$ cat src/rtl/button_arbiter.sv
// button_arbiter: latches conditioned button presses as pending requests and
// issues them one at a time over a valid/ready handshake, round-robin.
// Optional macro AUTO_REPEAT_EN: adds per-button hold counters that generate
// repeat requests while a button level stays high.
module button_arbiter #(
   parameter int N_BTN        = 4,
   parameter int ID_W         = 2,
   parameter int REPEAT_DELAY = 50000000,
   parameter int REPEAT_RATE  = 10000000,
   parameter int CNT_W        = 26
) (
   input  logic             clk,
   input  logic             rst,
   input  logic [N_BTN-1:0] btn_pulse,
   input  logic [N_BTN-1:0] btn_level,
   output logic             cmd_valid,
   output logic [ID_W-1:0]  cmd_id,
   output logic [N_BTN-1:0] cmd_onehot,
   input  logic             cmd_ready,
   output logic [N_BTN-1:0] pending,
   output logic             overflow
);

   typedef enum logic {
      S_IDLE  = 1'b0,
      S_OFFER = 1'b1
   } state_t;

   state_t           r_state;
   state_t           w_state_next;
   logic [N_BTN-1:0] r_pending;
   logic [N_BTN-1:0] w_pending_next;
   logic             r_cmd_valid;
   logic             w_valid_next;
   logic [ID_W-1:0]  r_cmd_id;
   logic [ID_W-1:0]  w_id_next;
   logic [N_BTN-1:0] r_cmd_onehot;
   logic [N_BTN-1:0] w_onehot_next;
   logic [ID_W-1:0]  r_ptr;
   logic [ID_W-1:0]  w_ptr_next;
   logic             r_overflow;
   logic             w_overflow_next;

   // New requests this cycle: presses plus (optionally) repeat ticks
   logic [N_BTN-1:0] w_req;

   // Round-robin search results
   logic             w_hi_found;
   logic [ID_W-1:0]  w_hi_id;
   logic             w_lo_found;
   logic [ID_W-1:0]  w_lo_id;
   logic             w_sel_any;
   logic [ID_W-1:0]  w_sel_id;
   logic [N_BTN-1:0] w_sel_onehot;
   logic [N_BTN-1:0] w_clear;
   logic [ID_W:0]    w_id_inc;
   logic [ID_W-1:0]  w_id_wrap;

`ifdef AUTO_REPEAT_EN
   localparam logic [CNT_W-1:0] L_DELAY  = CNT_W'(REPEAT_DELAY);
   localparam logic [CNT_W-1:0] L_RELOAD = CNT_W'(REPEAT_DELAY - REPEAT_RATE);

   logic [N_BTN-1:0] w_tick;

   for (genvar gi = 0; gi < N_BTN; gi++) begin : g_repeat
      logic [CNT_W-1:0] r_cnt;
      logic [CNT_W-1:0] w_cnt_inc;

      assign w_cnt_inc  = r_cnt + CNT_W'(1);
      // Tick on the held cycle whose count reaches the delay; reload so the
      // next tick lands one repeat period later.
      assign w_tick[gi] = btn_level[gi] && (w_cnt_inc == L_DELAY);

      // Hold counter: counts held cycles, clears on release
      always_ff @(posedge clk) begin
         if (rst || !btn_level[gi]) begin
            r_cnt <= '0;
         end else if (w_tick[gi]) begin
            r_cnt <= L_RELOAD;
         end else begin
            r_cnt <= w_cnt_inc;
         end
      end
   end

   assign w_req = btn_pulse | w_tick;
`else
   logic w_unused_cfg;
   assign w_unused_cfg = (^btn_level) ^ (REPEAT_DELAY > REPEAT_RATE) ^ (CNT_W > 0);
   assign w_req        = btn_pulse;
`endif

   // Round-robin pick: lowest pending index at or above ptr, else lowest overall
   always_comb begin
      w_hi_found = 1'b0;
      w_hi_id    = '0;
      w_lo_found = 1'b0;
      w_lo_id    = '0;
      for (int i = N_BTN - 1; i >= 0; i--) begin
         if (r_pending[i]) begin
            w_lo_found = 1'b1;
            w_lo_id    = ID_W'(i);
            if (ID_W'(i) >= r_ptr) begin
               w_hi_found = 1'b1;
               w_hi_id    = ID_W'(i);
            end
         end
      end
      w_sel_any    = w_lo_found;
      w_sel_id     = w_hi_found ? w_hi_id : w_lo_id;
      w_sel_onehot = N_BTN'(1) << w_sel_id;
   end

   // Pointer advance past the accepted id, wrapping at N_BTN
   always_comb begin
      w_id_inc  = {1'b0, r_cmd_id} + (ID_W+1)'(1);
      w_id_wrap = (w_id_inc >= (ID_W+1)'(N_BTN)) ? '0 : w_id_inc[ID_W-1:0];
   end

   // Next-state and datapath: IDLE grants, OFFER waits for the handshake
   always_comb begin
      w_state_next  = r_state;
      w_valid_next  = r_cmd_valid;
      w_id_next     = r_cmd_id;
      w_onehot_next = r_cmd_onehot;
      w_ptr_next    = r_ptr;
      w_clear       = '0;
      case (r_state)
         S_IDLE: begin
            if (w_sel_any) begin
               w_clear       = w_sel_onehot;
               w_id_next     = w_sel_id;
               w_onehot_next = w_sel_onehot;
               w_valid_next  = 1'b1;
               w_state_next  = S_OFFER;
            end
         end
         S_OFFER: begin
            if (cmd_ready) begin
               w_valid_next  = 1'b0;
               w_onehot_next = '0;
               w_ptr_next    = w_id_wrap;
               w_state_next  = S_IDLE;
            end
         end
         default: begin
            w_state_next = S_IDLE;
         end
      endcase
      // A press on the same edge as its selection is kept (set wins)
      w_pending_next  = (r_pending & ~w_clear) | w_req;
      // Only real presses merging into an already-pending bit are flagged
      w_overflow_next = r_overflow | (|(btn_pulse & r_pending & ~w_clear));
   end

   // State and datapath registers; reset drops any offered command
   always_ff @(posedge clk) begin
      if (rst) begin
         r_state      <= S_IDLE;
         r_pending    <= '0;
         r_cmd_valid  <= 1'b0;
         r_cmd_id     <= '0;
         r_cmd_onehot <= '0;
         r_ptr        <= '0;
         r_overflow   <= 1'b0;
      end else begin
         r_state      <= w_state_next;
         r_pending    <= w_pending_next;
         r_cmd_valid  <= w_valid_next;
         r_cmd_id     <= w_id_next;
         r_cmd_onehot <= w_onehot_next;
         r_ptr        <= w_ptr_next;
         r_overflow   <= w_overflow_next;
      end
   end

   assign cmd_valid  = r_cmd_valid;
   assign cmd_id     = r_cmd_id;
   assign cmd_onehot = r_cmd_onehot;
   assign pending    = r_pending;
   assign overflow   = r_overflow;

endmodule

$ cat config.mk
export PLATFORM = sky130hd
export DESIGN_NAME = button_arbiter
export DESIGN_NICKNAME = d
export VERILOG_FILES = /design/src/rtl/button_arbiter.sv
export SDC_FILE = /design/constraint.sdc
export NUM_CORES = 1
export LEC_CHECK = 0
export BUFFER_PORTS_ARGS = -buffer_cell sky130_fd_sc_hd__buf_2
export CAP_MARGIN = 10
export CORE_MARGIN = 8
export CORE_UTILIZATION = 25
export DETAILED_ROUTE_END_ITERATION = 16
export SYNTH_ARGS = -nofsm -noshare
export SYNTH_HDL_FRONTEND = slang
export SYNTH_SLANG_ARGS = --single-unit
$ cat constraint.sdc
create_clock -name clk -period 2.2 [get_ports clk]
set_input_delay 0.22 -clock clk [delete_from_list [all_inputs] [get_ports clk]]
set_output_delay 0.22 -clock clk [all_outputs]
set_load 0.005 [all_outputs]
# Word level (Yosys, flattened, before mapping)
# Cells that the tools add are included.
totals:
  elab_cells: 64
  inputBits: 11
  memories: 0
  mem_bits_ro: 0
  latch_bits: 0
  ramBits: 0
  output_inout_bits: 12
  reg_bits: 15
classes:
  order_cmp: 5
  n_mul: 0
  n_mux: 37
  eq_ne: 2
  n_addsub: 1
  div_mod_pow: 0
  n_shift: 1
  bitwise: 7
  n_reduce_logical: 4
ops:
  columns: ["operator", "n"]
  rows:
  - ["$mux W2", 14]
  - ["$mux W1", 16]
  - ["$mux W4", 4]
  - ["$and A4 B4 Y4", 3]
  - ["$pmux W4 S2", 1]
  - ["$reduce_and A2 Y1", 3]
  - ["$ge A1 B2 Y1 const A", 2]
  - ["$ge A2 B2 Y1 const A", 2]
  - ["$ne A2 B2 Y1 const B", 2]
  - ["$not A4 Y4", 1]
  - ["$or A4 B4 Y4", 1]
  - ["$pmux W1 S2", 2]
  - ["$reduce_or A4 Y1", 1]
  - ["$shl A1 B2 Y4 const A", 1]
  - ["$add A2 B1 Y3 const B", 1]
  - ["$ge A3 B3 Y1 const B", 1]
  - ["$not A1 Y1", 1]
  - ["$or A1 B1 Y1", 1]

# Depth between registers and ports, before layout
depth:
  depth_word: 17
  ltp_mapped: 6
  ltp_nobuf: 5

# Least setup slack after synthesis
# No wires, ideal clock.
synth_timing:
  path_kind: "register to register"
  start: "register r_pending[2], in the netlist pending[2]"
  end: "register r_overflow, in the netlist overflow"
  path_stages_with_launch: 7
  synth_period_minus_slack_ns: 1.529
  setup_time_ns: 0.127
  n_path_buf: 1
  t_required_ns: 2.073
  t_arrival_ns: 1.402
  path_slack_ns: 0.671
  cell_sequence: "dfxtp_1 -> and2b_1 -> a311oi_2 -> or3_1 -> buf_4 -> o211ai_1 -> a31oi_1"
synth_between:
  elab_chain_len: 13
  word_cells_on_any_way: 25
  classes_between: "1 x shift; 19 x mux; 4 x bitwise; 1 x reduce/logical"
synth_rtl:
  columns: ["item", "line", "text"]
  rows:
  - ["from (decl)", "31", "logic [N_BTN-1:0] r_pending;"]
  - ["from (signal assigned)", "168", "r_pending <= w_pending_next;"]
  - ["$mux W2 or $mux W1 (tied branches)", "100", "if (r_pending[i]) begin"]
  - ["$mux W2 or $mux W1 (tied branches)", "103", "if (ID_W'(i) >= r_ptr) begin"]
  - ["$mux W2 or $mux W1 (tied branches)", "100", null]
  - ["$mux W2 or $mux W1 (tied branches)", "103", null]
  - ["$mux W2 or $mux W1 (tied branches)", "100", null]
  - ["$mux W2", "110", "w_sel_id = w_hi_found ? w_hi_id : w_lo_id;"]
  - ["$shl A1 B2 Y4", "111", "w_sel_onehot = N_BTN'(1) << w_sel_id;"]
  - ["$mux W4", "130", "if (w_sel_any) begin"]
  - ["$mux W4", "128", "case (r_state)"]
  - ["$not A4 Y4", "153", "w_overflow_next = r_overflow | (|(btn_pulse & r_pending & ~w_clear));"]
  - ["$and A4 B4 Y4 (*)", "153", null]
  - ["$reduce_or A4 Y1 (*)", "153", null]
  - ["$or A1 B1 Y1 (*)", "153", null]
  - ["to (signal assigned)", "173", "r_overflow <= w_overflow_next;"]
  - ["to (decl)", "41", "logic r_overflow;"]
# Every way passes the cells marked *; elsewhere a longest branch is shown, timed or not.
# A chain may end at the register's enable or synchronous reset.

# Final worst setup path
layout_timing:
  start: "register r_pending[0], in the netlist pending[0]"
  end: "register r_overflow, in the netlist overflow"
layout_between:
  elab_chain_len: 9
  word_cells_on_any_way: 13
  classes_between: "1 x shift; 7 x mux; 4 x bitwise; 1 x reduce/logical"
layout_rtl:
  columns: ["item", "line"]
  rows:
  - ["$mux W2 or $mux W1 (tied branches)", "100"]
  - ["$mux W2", "110"]
  - ["$shl A1 B2 Y4", "111"]
  - ["$mux W4", "130"]
  - ["$mux W4", "128"]
  - ["$not A4 Y4", "153"]
  - ["$and A4 B4 Y4 (*)", "153"]
  - ["$reduce_or A4 Y1 (*)", "153"]
  - ["$or A1 B1 Y1 (*)", "153"]
# Marks and branches as above.

==> results_dict.tcl <==
set metrics [dict create \
    numCtsBuffers 3 \
    track_usage_pct 7.36 \
    post-route-min-period_ns 1.77 \
    cts_tree "yes" \
    max_slew_margin_pct 63.9 \
    ys_types 29 \
    grt_pass1_wl_mm 2.63 \
    ctsResizeCount 0 \
    yosysMostFrequentCell "dfxtp_1" \
    synth_nets 96 \
    critPathKind "reg2reg" \
    hold_viol 0 \
    synthFlopType "dfxtp_1" \
    num_rows 19 \
    synthesis.area_um2 696 \
    place_congestion 0.815 \
    wirelength_mm 1.77 \
    ys_ff_latch 15 \
    die_h_um 68.8 \
    synth-seq-area-share_pct 43.2 \
    max_slew.worst_pin.slew_ns 0.536 \
    finalPower_mw 0.608 \
    synth_top_area_cell "dfxtp_1" \
    total_leakage_power_nw 0.366 \
    yosysTopAreaCellShare_pct 43.2 \
    ctsHoldBuffers 0 \
    portBuffers 18 \
    cts_sinks 15 \
    fin_util_pct 31.0 \
    cts_root_buffer "clkbuf_4" \
    critPathRequiredTime_ns 2.37 \
    worst_setup_path_start_kind "flop" \
    netlist_top_cells_area "dfxtp_1, a21oi_1, o21ai_0" \
    drive_above_1_share_pct 21.2 \
    setup_viol 0 \
    placed_cells 131 \
    nFillCells 307 \
    worstSetupEndpointType "flop" \
    gr-total-overflow 0 \
    netlist_instances 84 \
    clk_pin_slew_ns 0.08 \
    initial_utilization_pct 25.7 \
    antennaDiodeCount 0 \
    drtAntennaViolNets 0 \
    cp_max_fo 8 \
    synth_warnings 0 \
    grt_setup_unrepaired "no" \
    dieArea_um2 4730 \
    first_global_vias 641 \
    area_delta_synth_final_pct 20.7 \
    timing.setup.tns_ns 0 \
    avgSynthCellArea_um2 8.28 \
    num_vias 688 \
    seq_area_um2 300 \
    power_density_nw_per_um2 724 \
    boundaryPins 23 \
    worstSkewPairLatency_ns 0.28 \
    grt_max_degree 16 \
    die_x_um 68.8 \
    dr.first_iter.drc_count 13 \
    slowest_delay_ns 0.47 \
    placed_cell_area_um2 813 \
    skew_ns 0.000844 \
    nets 117 \
    multi_input_area_um2 365 \
    hold_class "in2reg" \
    peakVddDrop_uv 438 \
    drc 0 \
    h-tree-depth 1 \
    worst_slack_ns 0.432 \
    cts_buffer_depth 2 \
    cp_cell_sequence "nand2_1, a311oi_2, o221ai_1, a221oi_1, a31oi_1" \
    synth-edff-count 0 \
    arrival_ns 1.94 \
    outcome "completed" \
    fmax_ghz 0.565 \
    drtPass1Iterations 4 \
    cp_slowest_cell "dfxtp_1" \
    antenna_found_initial 0 \
    drv_cap 0 \
    finalNonFillerCells 135 \
    hold_slack_ns 0.165 \
    fin_crit_sh_pct 80.4 \
    post_cts.repair.setup_buffers 0 \
    viasPerCell 5.10 \
    final_area_um2 840 \
    dp_hpwl_mm 1.33 \
    dp_slack_ns 0.448 \
    synthArstFlopShare_pct 0 \
    wl_per_cell_um 13.1 \
    slew_violations 0 \
    core-area_um2 2710 \
    synth.cells.most_frequent "dfxtp_1, a21oi_1, nor2_1, nand2_1, o21ai_0" \
]
-- kinds of logic after synthesis --
family | share of synthesized area (%)
AOI/OAI and AO/OA | 26.6
and+or+nand+nor | 21.2
DFF | 43.2
buffers and inverters | 4.32
muxes | 2.88
adders and majority gates | 1.80
-- state kept, by name, summed over array words and instances (netlist names) --
register,count
pending,4
cmd_id,2
r_state,1
overflow,1
r_ptr,2
cmd_onehot,4
cmd_valid,1
-- metal layers --
metal | up-vias | share of wire, % | global-route usage (%)
met5 | - | 0 | 0
met4 | 0 | 0.57 | 1.50
met3 | 2 | 8.6 | 3.88
met2 | 18 | 46 | 12.7
met1 | 327 | 45 | 7.90
li1 | 341 | - | -
-- worst max-delay path, delay by kind of cell, from the launching register on --
family	cells	cell delay [ns]
AOI/OAI and AO/OA	4	1.04
DFF	1	0.47
and+or+nand+nor	1	0.15
-- cells in the final DEF (no fill, tap or decap), types with 2 or more instances in the layout --
cell type,synthesis,final
o211ai_1,3,3
o21ai_0,7,7
nor2_1,8,8
dfxtp_1,15,15
nand2_1,7,7
inv_1,5,5
buf_2,0,18
clkbuf_4,0,3
mux2i_1,2,2
nand2b_1,3,3
and2b_1,3,3
a21oi_1,12,12
-- where the power goes --
part	internal (mW)	switching (mW)
logic	0.0589	0.0713
clock network	0.0704	0.0845
registers	0.296	0.0268
total	0.425	0.183
-- path summary, 6_finish.rpt --
| kind | from | endpoint | slack, ns | cells past startpoint |
|---|---|---|---|---|
| setup / recovery | pending[0] | overflow | 0.43 | 5 |
| hold / removal | btn_pulse[0] | pending[0] | 0.16 | 3 |
| setup reg to reg | pending[0] | overflow | 0.43 | 5 |
| hold reg to reg | cmd_onehot[0] | cmd_onehot[0] | 0.46 | 2 |
-- cell type report --
class	count	share of cell area [%]
clock buffers	4	3.13
inverters	5	2.24
flip-flops and latches	15	35.8
multi-input cells	62	43.5
repair buffers	18	10.7
well taps	31	4.62
No activity file was read; power rests on OpenSTA's default activity.
